===== src/rtl/adder16_arb.sv =====
// Round-robin arbiter sharing one registered adder stage among NREQ requesters.
// Results leave through a valid/ready port; per-requester carries allow multi-word adds.
module adder16_arb #(
   parameter int NREQ  = 4,
   parameter int IDW   = 2,
   parameter int WIDTH = 16
) (
   input  logic                  clk,
   input  logic                  reset,
   input  logic [NREQ-1:0]       req,
   input  logic [NREQ-1:0]       chain,
   input  logic [NREQ*WIDTH-1:0] x_flat,
   input  logic [NREQ*WIDTH-1:0] y_flat,
   input  logic [NREQ-1:0]       cin,
   output logic [NREQ-1:0]       gnt,
   output logic                  rsp_valid,
   input  logic                  rsp_ready,
   output logic [IDW-1:0]        rsp_id,
   output logic [WIDTH-1:0]      sum,
   output logic                  cout
);

   typedef enum logic {EMPTY, FULL} state_t;

   state_t           state, state_next;
   logic [IDW-1:0]   ptr;
   logic [IDW-1:0]   g;
   logic [IDW-1:0]   idx;
   logic             found;
   logic             accept;
   logic             drain;
   logic [WIDTH-1:0] r0, r1;
   logic             rc;
   logic             carry_sel;
   logic [NREQ-1:0]  carry_q;
   logic [WIDTH:0]   total;

   assign rsp_valid = (state == FULL);
   assign drain     = rsp_valid && rsp_ready;
   assign accept    = !reset && (|req) && (!rsp_valid || rsp_ready);

   // First requesting index at or after ptr; NREQ is a power of two so idx wraps naturally.
   always_comb begin
      g     = ptr;
      idx   = '0;
      found = 1'b0;
      for (int unsigned k = 0; k < NREQ; k++) begin
         idx = ptr + IDW'(k);
         if (!found && req[idx]) begin
            g     = idx;
            found = 1'b1;
         end
      end
   end

   always_comb begin
      gnt = '0;
      if (accept) gnt[g] = 1'b1;
   end

   // A chained request issued while its own previous word drains takes the live cout.
   always_comb begin
      carry_sel = cin[g];
      if (chain[g]) carry_sel = (drain && (rsp_id == g)) ? cout : carry_q[g];
   end

   assign total       = {1'b0, r0} + {1'b0, r1} + {{WIDTH{1'b0}}, rc};
   assign {cout, sum} = total;

   always_comb begin
      state_next = state;
      if (accept)     state_next = FULL;
      else if (drain) state_next = EMPTY;
   end

   always_ff @(posedge clk) begin
      if (reset) state <= EMPTY;
      else       state <= state_next;
   end

   always_ff @(posedge clk) begin
      if (reset) begin
         r0      <= '0;
         r1      <= '0;
         rc      <= 1'b0;
         rsp_id  <= '0;
         ptr     <= '0;
         carry_q <= '0;
      end else begin
         if (drain) carry_q[rsp_id] <= cout;
         if (accept) begin
            r0     <= x_flat[g*WIDTH +: WIDTH];
            r1     <= y_flat[g*WIDTH +: WIDTH];
            rc     <= carry_sel;
            rsp_id <= g;
            ptr    <= g + IDW'(1);
         end
      end
   end

endmodule

===== config.mk =====
export PLATFORM = sky130hd
export DESIGN_NAME = adder16_arb
export DESIGN_NICKNAME = d
export VERILOG_FILES = /design/src/rtl/adder16_arb.sv
export SDC_FILE = /design/constraint.sdc
export NUM_CORES = 1
export LEC_CHECK = 0
export ABC_AREA = 1
export CAP_MARGIN = 20
export CORE_UTILIZATION = 40
export CTS_CLUSTER_DIAMETER = 120
export DETAILED_ROUTE_END_ITERATION = 7
export PLACE_DENSITY = 0.77
export SYNTH_ARGS = -nofsm -noshare
export SYNTH_HDL_FRONTEND = slang
export SYNTH_SLANG_ARGS = --single-unit

===== constraint.sdc =====
create_clock -name clk -period 2.7 [get_ports clk]
set_input_delay 0.27 -clock clk [delete_from_list [all_inputs] [get_ports clk]]
set_output_delay 0.27 -clock clk [all_outputs]
set_load 0.03 [all_outputs]

Word-level counts from Yosys, hierarchy flattened
Cells that the tools add are included.
{ "word_totals": {"output_inout_bits": 24, "register_bits": 42, "inputBits": 143} }
{ "classes": {"reduce_logical": 17, "shifts": 2, "n_mux": 30, "addsub": 6, "n_lt_le_gt_ge": 8, "n_eq_ne": 1} }
{ "op_table": {"columns": ["op", "n"], "rows": [
  ["indexed part select 64 x 7 -> 16 bit", 2],
  ["< comparator 2 x 3 -> 1 bit, second input constant", 6],
  ["adder 16 x 16 -> 17 bit", 1],
  ["adder 17 x 1 -> 17 bit", 1],
  ["2-to-1 mux 1 bit", 16],
  ["binary-select mux 1 bit (select 2 bit)", 7],
  ["logical AND 1 bit", 9],
  ["2-to-1 mux 2 bit", 3],
  ["zero test 1 bit", 5],
  ["adder 2 x 1 -> 2 bit, second input constant", 2],
  ["adder 2 bit, second input constant", 2],
  ["bitwise mux 4 bit", 1],
  ["demux 1 bit (select 2 bit)", 2],
  [">= comparator 2 x 1 -> 1 bit, second input constant", 2],
  ["2-to-1 mux 4 bit", 1],
  ["OR reduction 4 bit", 1],
  ["== test 2 bit", 1],
  ["nonzero test 2 bit", 1],
  ["logical OR 1 bit", 1]
]} }

Longest topological paths before layout
Gate-level depths: netlist of run 1.
{ "logic_depth": {"depth_word": 17, "mapped_depth": 19, "ltp_nobuf": 18} }

Least setup slack after synthesis of run 1
Ideal clock, no wire load.
{ "synth_timing": {"path_type": "register -> output", "startpoint": "register r0[0]", "endpoint": "output port sum[14]", "path_stages_with_launch": 11, "path_buffers": 0, "required_time_ps": 2430, "setup_slack_ps": -43, "arrival_ps": 2473, "path_cell_list": "dfxtp_1 fa_1 inv_1 fa_1 nand3b_1 nand2_1 a31oi_1 o21ai_0 a21oi_1 o21bai_1 xor2_1"} }
{ "synth_between": {"elab_chain_len": 2} }
{ "synth_rtl": {"columns": ["item", "line", "rtl"], "rows": [
  ["from (decl)", "32", "logic [WIDTH-1:0] r0, r1;"],
  ["from (signal assigned)", "92", "r0 <= x_flat[g*WIDTH +: WIDTH];"],
  ["adder 16 x 16 -> 17 bit", "67", "assign total = {1'b0, r0} + {1'b0, r1} + {{WIDTH{1'b0}}, rc};"],
  ["adder 17 x 1 -> 17 bit", "67", null],
  ["to (decl)", "19", "output logic [WIDTH-1:0] sum,"]
]} }
No other way between the ends.

Worst setup path after layout of run 1
{ "layout_timing": {"startpoint": "register r0[0]", "endpoint": "output port sum[11]"} }
Same word-level chain as after synthesis.

==> results.md, run 1 <==
- Fmax: 365 MHz
- Clock Skew: 7.06 ps
- Worst slew pin tran: 1000 ps
- Top routing layer in use: met4
- Num ports: 167
- Routability Congestion: 0.835
- Normalized max-slew margin: 0.331
- WP data required: 2430 ps
- HPWL Detailed: 9.35 mm
- Mapped Area: 3850 um2
- Die Wd: 100 um
- First-pass GRT wire length: 18.9 mm
- Avg Inst Size Synth: 6.32 um2
- Final hold viol count: 0
- Clk buf depth: 2
- Largest family of logic cells by synthesized area: simple AND/OR/NAND/NOR gates
- Synthesized instance count: 610
- CTS Buf Count: 5
- 1st-iter DRT viols: 117
- Met3 routed WL: 621 um
- Critical path class: flip-flop to output pin
- #FFs+latches synth: 42
- Crit start category: flip-flop
- FP Rows: 35
- H-Tree Depth: 2
- XOR/XNOR Fraction of Synth Area: 0.0318
- Fillcell total: 874
- Final ANT Viol Nets: 0
- Vert. Die Dim: 100 um
- FFs w/ async S/R, synth: 0
- Main synth FF type: dfxtp_1
- # nets final: 943
- Vias in the first global route: 4214
- Total Routing Usage GR: 0.233
- Max VDD drop: 0.000444 V
- Skew-Pair Late Insertion Delay: 300 ps
- Clk root buf: clkbuf_8
- IO buf count: 166
- Leak Pwr: 2.83 nW
- Hold_buf cts: 0
- Endpoints failing setup: 2
- EDFF count, synth: 0
- Initial Util: 0.415
- CTS Sinks: 42
- Mux share of post-synthesis cell area: 0
- Min Tclk post-route: 2740 ps
- Setup crit end kind: output pin
- Syn nets: 774
- Post-synthesis simple-gate area fraction: 0.320
- Largest net degree at the start of global routing: 40
- Gr ovfl total: 0
- Pwr Total: 0.00469 W
- RSZ-0062 raised after global routing: true
- P per Cell Area: 799 nW/um2
- Synth Area in Compound Gates: 0.229
- Core ar.: 9280 um2
- Initial antenna violation count: 0
- Seq/Total Area, Yosys: 0.218
- Crit Path Max Fanout: 2
- CTS tree: yes
- Vias per cell: 4.93
- # diodes: 0
- Distinct cells, synth: 37
- Outcome: complete, but fails checks
- Final Max Tran Viols: 0
- Max_cap viols: 0
- # DRC: 0
- Final Cycle Share: 1.01
- Setup tns final: -38.3 ps
- WL per Instance: 13.5 um
- Final wirelength: 12.2 mm
- Drt first pass iters: 4
- HP Class: flip-flop to flip-flop
- Slack of the critical path: -37.9 ps
- Final core occ: 0.632
- Clock transition at path regs: 80 ps
- Via count: 4484
- Share of cells above drive strength 1: 0.144
- Metal-1 WL: 5.27 mm
- Synth Warn #: 0
- Synth Area in Adders: 0.0721
- WL met2: 6.11 mm
- Die footprint: 10000 um2
- Area delta synth->final: 52.3%
- Arrival time worst endpoint: 2470 ps
- Violations in the final reports: negative setup slack
## kinds of logic (layout without fill, tap and decap cells)
family	after synthesis	in the layout
simple gates	296	297
compound gates	134	134
buf+inv	103	272
flops	42	42
fa+ha+maj	21	21
xor+xnor	14	14
## worst paths after layout
path | startpoint | endpoint | slack [ps] | depth (start not counted)
max reg2reg | ptr[0] | r1[1] | 200 | 12
min | carry_q[0] | carry_q[0] | 510 | 2
min reg2reg | carry_q[0] | carry_q[0] | 510 | 2
max | r0[0] | sum[11] | -40 | 13
## state kept, by name, indices dropped and copies added (netlist names)
| register | cells |
|---|---|
| ptr | 2 |
| r1 | 16 |
| rsp_valid | 1 |
| r0 | 16 |
| rsp_id | 2 |
| rc | 1 |
| carry_q | 4 |
## area by class of cell
type	count	area (um2)	area share
multi-input cells	466	2650	0.451
repair buffers	192	1830	0.312
flip-flops and latches	42	852	0.145
inverters	72	280	0.0478
well taps	129	161	0.0275
clock buffers	6	82.6	0.0141
clock inverters	2	12.5	0.00213
## cell usage in the layout (no fill, tap or decap), types with 5 or more instances in the layout
| master | Yosys | layout |
|---|---|---|
| a221oi_2 | 13 | 13 |
| nand3_1 | 23 | 23 |
| inv_1 | 65 | 64 |
| nand2_2 | 7 | 10 |
| o21ai_1 | 36 | 37 |
| a21oi_1 | 35 | 31 |
| clkbuf_8 | 0 | 6 |
| nand2_1 | 223 | 220 |
| xor2_1 | 8 | 6 |
| dfxtp_1 | 42 | 37 |
| nor3_1 | 5 | 5 |
| a31oi_1 | 16 | 15 |
| nor2_1 | 22 | 20 |
| ha_1 | 19 | 18 |
| o21ai_0 | 14 | 12 |
| clkdlybuf4s50_1 | 0 | 150 |
| o211ai_1 | 13 | 13 |
| buf_4 | 3 | 36 |
| xnor2_1 | 6 | 5 |
| inv_2 | 7 | 6 |
## cells in the mapped netlist (9+ instances only)
cell | n | area share
nand2_1 | 223 | 0.22
inv_1 | 65 | 0.063
dfxtp_1 | 42 | 0.22
o21ai_1 | 36 | 0.047
a21oi_1 | 35 | 0.045
nand3_1 | 23 | 0.030
nor2_1 | 22 | 0.021
ha_1 | 19 | 0.062
a31oi_1 | 16 | 0.026
o21ai_0 | 14 | 0.018
a221oi_2 | 13 | 0.051
o211ai_1 | 13 | 0.025
buf_6 | 12 | 0.035
clkbuf_1 | 9 | 0.0088
## worst max-delay path, cell delays in order, from the launching register on
cell,delay [ps]
dfxtp_2,340
fa_2,400
nand3_1,110
nand2_2,90
a21oi_2,180
inv_1,90
nand2_1,60
nand2_1,80
a21oi_2,190
o21ai_2,80
nand3_1,80
nand2_1,80
xor2_1,200
buf_4,200
## metrics by stage
step | setup WS (ps) | cells | hold WS (ps) | area [um2]
3_3_place_gp | 10.0 | 889 | 484 | 5540
5_1_grt | -144 | 909 | 533 | 5870
4_1_cts | -109 | 900 | 513 | 5710
6_report | -37.9 | 909 | 513 | 5870
3_5_place_dp | -77.4 | 889 | 489 | 5540
2_1_floorplan | 62.1 | 610 | 339 | 3860
## routing by layer
layer | vias to the layer above | track usage
li1 | 2316 | -
met2 | 129 | 0.432
met3 | 18 | 0.0272
met4 | 0 | 0.0658
met1 | 2021 | 0.282
met5 | - | 0
## where the power goes
| part | internal, W | switching (W) |
|---|---|---|
| Clock | 0.000206 | 0.000234 |
| Sequential | 0.000768 | 0.000118 |
| Combinational | 0.00137 | 0.00199 |
## timing repair
item | in CTS | in global routing
endpoints found under the setup margin | 13 | 32
gates cloned | 0 | 1
pin swaps | 7 | 14
buffers inserted | 3 | 8
gates resized for setup | 20 | 25
(Power assumes the default switching activity.)
==> run 2: changes to the inputs <==
--- a/config.mk
+++ b/config.mk
@@ -12,3 +12,4 @@
 export DETAILED_ROUTE_END_ITERATION = 7
-export PLACE_DENSITY = 0.77
+export GPL_TIMING_DRIVEN = 0
+export PLACE_DENSITY_LB_ADDON = 0.08
 export SYNTH_ARGS = -nofsm -noshare
--- a/constraint.sdc
+++ b/constraint.sdc
@@ -3,2 +3,2 @@
 set_output_delay 0.27 -clock clk [all_outputs]
-set_load 0.03 [all_outputs]
+set_load 0.02 [all_outputs]
==> run 2 against run 1 <==
Net effect: the flow still finishes with violations (negative setup slack); critical path depth fell by 2; sequential share of layout area fell by 0.32 points; clock-buffer cell count rose by 1; power rose by 0.94%; global-route usage rose by 2.9 points; clock skew rose by 4.2 ps; sequential power rose by 0.8%; cell count rose by 1.8%; first-iteration DRC count rose by 35%; register-to-register slack improved by 50 ps; flip-flop and latch count did not move; critical endpoint is now sum[14]; largest cell class unchanged; largest power group unchanged; highest routed layer unchanged.
==> results.md, run 2 (synthesis gave the netlist of run 1 again) <==
- Outcome: complete, but fails checks (unchanged)
- Violations in the final reports: negative setup slack (unchanged)
- Final Non-Filler Cells: 925 (was 909)
- Skew-Pair Late Insertion Delay: 300 ps (about the same)
- Leak Pwr: 2.91 nW (was 2.83 nW)
- IO buf count: 166 (unchanged)
- Final hold viol count: 0 (unchanged)
- Clock power frac: 0.092 (was 0.094)
- Vias in the first global route: 4436 (was 4214)
- Routability Congestion: 0.874 (was 0.835)
- Final wirelength: 13.6 mm (was 12.2 mm)
- Most frequent cells in the layout: 219 x nand2_1, 150 x clkdlybuf4s50_1, 62 x inv_1 (was 220 x nand2_1, 150 x clkdlybuf4s50_1, 64 x inv_1)
- Die Wd: 100 um (unchanged)
- Final ANT Viol Nets: 0 (unchanged)
- Vert. Die Dim: 100 um (unchanged)
- Total Routing Usage GR: 0.262 (was 0.233)
- Pwr Total: 0.00473 W (was 0.00469 W)
- Clk buf depth: 2 (unchanged)
- Reg2reg setup slack: 250 ps (was 200 ps)
- P per Cell Area: 784 nW/um2 (was 799 nW/um2)
- Vias per cell: 5.00 (was 4.93)
- # DRC: 0 (unchanged)
- Endpoints failing setup: 4 (was 2)
- Worst slew pin tran: 584 ps (was 1000 ps)
- Die footprint: 10000 um2 (unchanged)
- Final hold slack: 508 ps (was 513 ps)
- CTS Sinks: 42 (unchanged)
- Switching share of power: 0.483 (was 0.500)
- Switch Pwr: 0.00229 W (was 0.00235 W)
- RSZ-0062 raised after global routing: true (unchanged)
- CTS tree: yes (unchanged)
- Gr ovfl total: 0 (unchanged)
- Core ar.: 9280 um2 (unchanged)
- HP Class: flip-flop to flip-flop (unchanged)
- Clk root buf: clkbuf_8 (unchanged)
- RR Endpoint: rc (was r1[1])
- Largest net degree at the start of global routing: 21 (was 40)
- # nets final: 959 (was 943)
- Final Max Tran Viols: 0 (unchanged)
- CTS Buf Count: 5 (unchanged)
- Fmax: 359 MHz (was 365 MHz)
- Most common cell after layout, fill and taps aside: nand2_1 (unchanged)
- Normalized max-slew margin: 0.611 (was 0.331)
- Comb pwr share: 0.720 (was 0.717)
- Share of cells above drive strength 1: 0.153 (was 0.144)
- Num ports: 167 (unchanged)
- Clock Skew: 11.2 ps (was 7.06 ps)
- Top Registers: r0 x16, r1 x16, carry_q x4 (unchanged)
- 1st-iter DRT viols: 158 (was 117)
- Setup crit end kind: output pin (unchanged)
- WL per Instance: 14.7 um (was 13.5 um)
- First-pass GRT wire length: 20.7 mm (was 18.9 mm)
- WP data required: 2430 ps (about the same)
- Crit start category: flip-flop (unchanged)
- Hold_buf cts: 0 (unchanged)
- Initial Util: 0.415 (unchanged)
- Crit. Startpoint: rc (was r0[0])
- H-Tree Depth: 2 (unchanged)
- Final core occ: 0.650 (was 0.632)
- # diodes: 0 (unchanged)
- HPWL Detailed: 10.5 mm (was 9.35 mm)
- Critical path class: flip-flop to output pin (unchanged)
- Internal power: 0.00245 W (was 0.00234 W)
- Via count: 4622 (was 4484)
- Setup tns final: -191 ps (was -38.3 ps)
- FP Rows: 35 (unchanged)
- Arrival time worst endpoint: 2510 ps (was 2470 ps)
- Max_cap viols: 0 (unchanged)
- Worst r2r path cells: 14 (was 12)
- Drt first pass iters: 5 (was 4)
- Area delta synth->final: 56.7% (was 52.3%)
- Clock transition at path regs: 70 ps (was 80 ps)
- Crit path capture: sum[14] (was sum[11])
- Min Tclk post-route: 2780 ps (was 2740 ps)
- Initial antenna violation count: 0 (unchanged)
- Sequential power share: 0.189 (about the same)
- Crit Path Max Fanout: 4 (was 2)
- Placed Cells: 905 (was 889)
- Max VDD drop: 0.000343 V (was 0.000444 V)
- Final Cycle Share: 1.03 (was 1.01)
- Reg-to-Reg Start: r1[0] (was ptr[0])
- Slack of the critical path: -82.0 ps (was -37.9 ps)
## run 2: changes by cell type in the layout (fill, tap and decap cells not counted), sizes merged
cell / delta
clkbuf: +11
dlymetal6s2s: +1
clkinvlp: -1
buf: +5
dlygate4sd2: +1
nor2: -1
## run 2: cell type report
class / count / area [um2]
Fill cell: 897 / 3250
Timing Repair Buffer: 182 / 1780
Buffer: 27 / 219
Clock inverter: 1 / 5.00
Inverter: 72 / 280
Clock buffer: 7 / 86.3
Multi-Input combinational cell: 465 / 2650
Sequential cell: 42 / 857
Tap cell: 129 / 161
## run 2: worst min-delay path by stage
stage	end	startpoint	slack, ps	cells past startpoint
after detailed placement	carry_q[2]	carry_q[2]	490	2
after CTS	carry_q[2]	carry_q[2]	510	2
after global routing	r1[12]	y_flat[28]	530	3
after floorplan	ptr[0]	reset	340	1
final	carry_q[2]	carry_q[2]	510	2
after global placement	carry_q[2]	carry_q[2]	480	2
## run 2: timing repair
item | 4_1_cts | 5_1_grt
cloned | 0 | 2
pin swaps | 8 | 13
endpoints found under the setup margin | 17 | 14
buffers inserted | 1 | 13
hold endpoints to repair | 0 | 0
resized for setup | 74 | 43
## run 2: layer usage
metal / wire, um / global-route usage / part of all wire
met5: 0 / 0 / 0
met4: 260 / 0.0847 / 0.019
met3: 1130 / 0.0425 / 0.083
met2: 6350 / 0.459 / 0.47
met1: 5840 / 0.326 / 0.43
## run 2: per-stage QoR
step,area [um2],setup WS [ps]
floorplan,3850,90.7
global route,6040,-189
finish,6040,-82.0
detailed placement,5680,-759
global placement,5680,-728
CTS,5800,-156
## run 2: worst max-delay path: stages, from the launching register on
cell      delay [ps]
dfxtp_4          370
fa_2             240
inv_2             50
fa_2             340
nand3b_1         170
nand2_2          100
a31oi_4          100
o21ai_4          190
a21oi_2          100
o21bai_1         170
xor2_1           210
buf_4            180
## run 2: power groups by stage
stage / clock, W / sequential (W) / combinational (W)
detailed placement: 0 / 0.000888 / 0.00312
floorplan: 0 / 0.000854 / 0.00196
global placement: 0 / 0.000886 / 0.00307
CTS: 0.000436 / 0.000879 / 0.00310
global route: 0.000463 / 0.000906 / 0.00369
finish: 0.000435 / 0.000893 / 0.00341
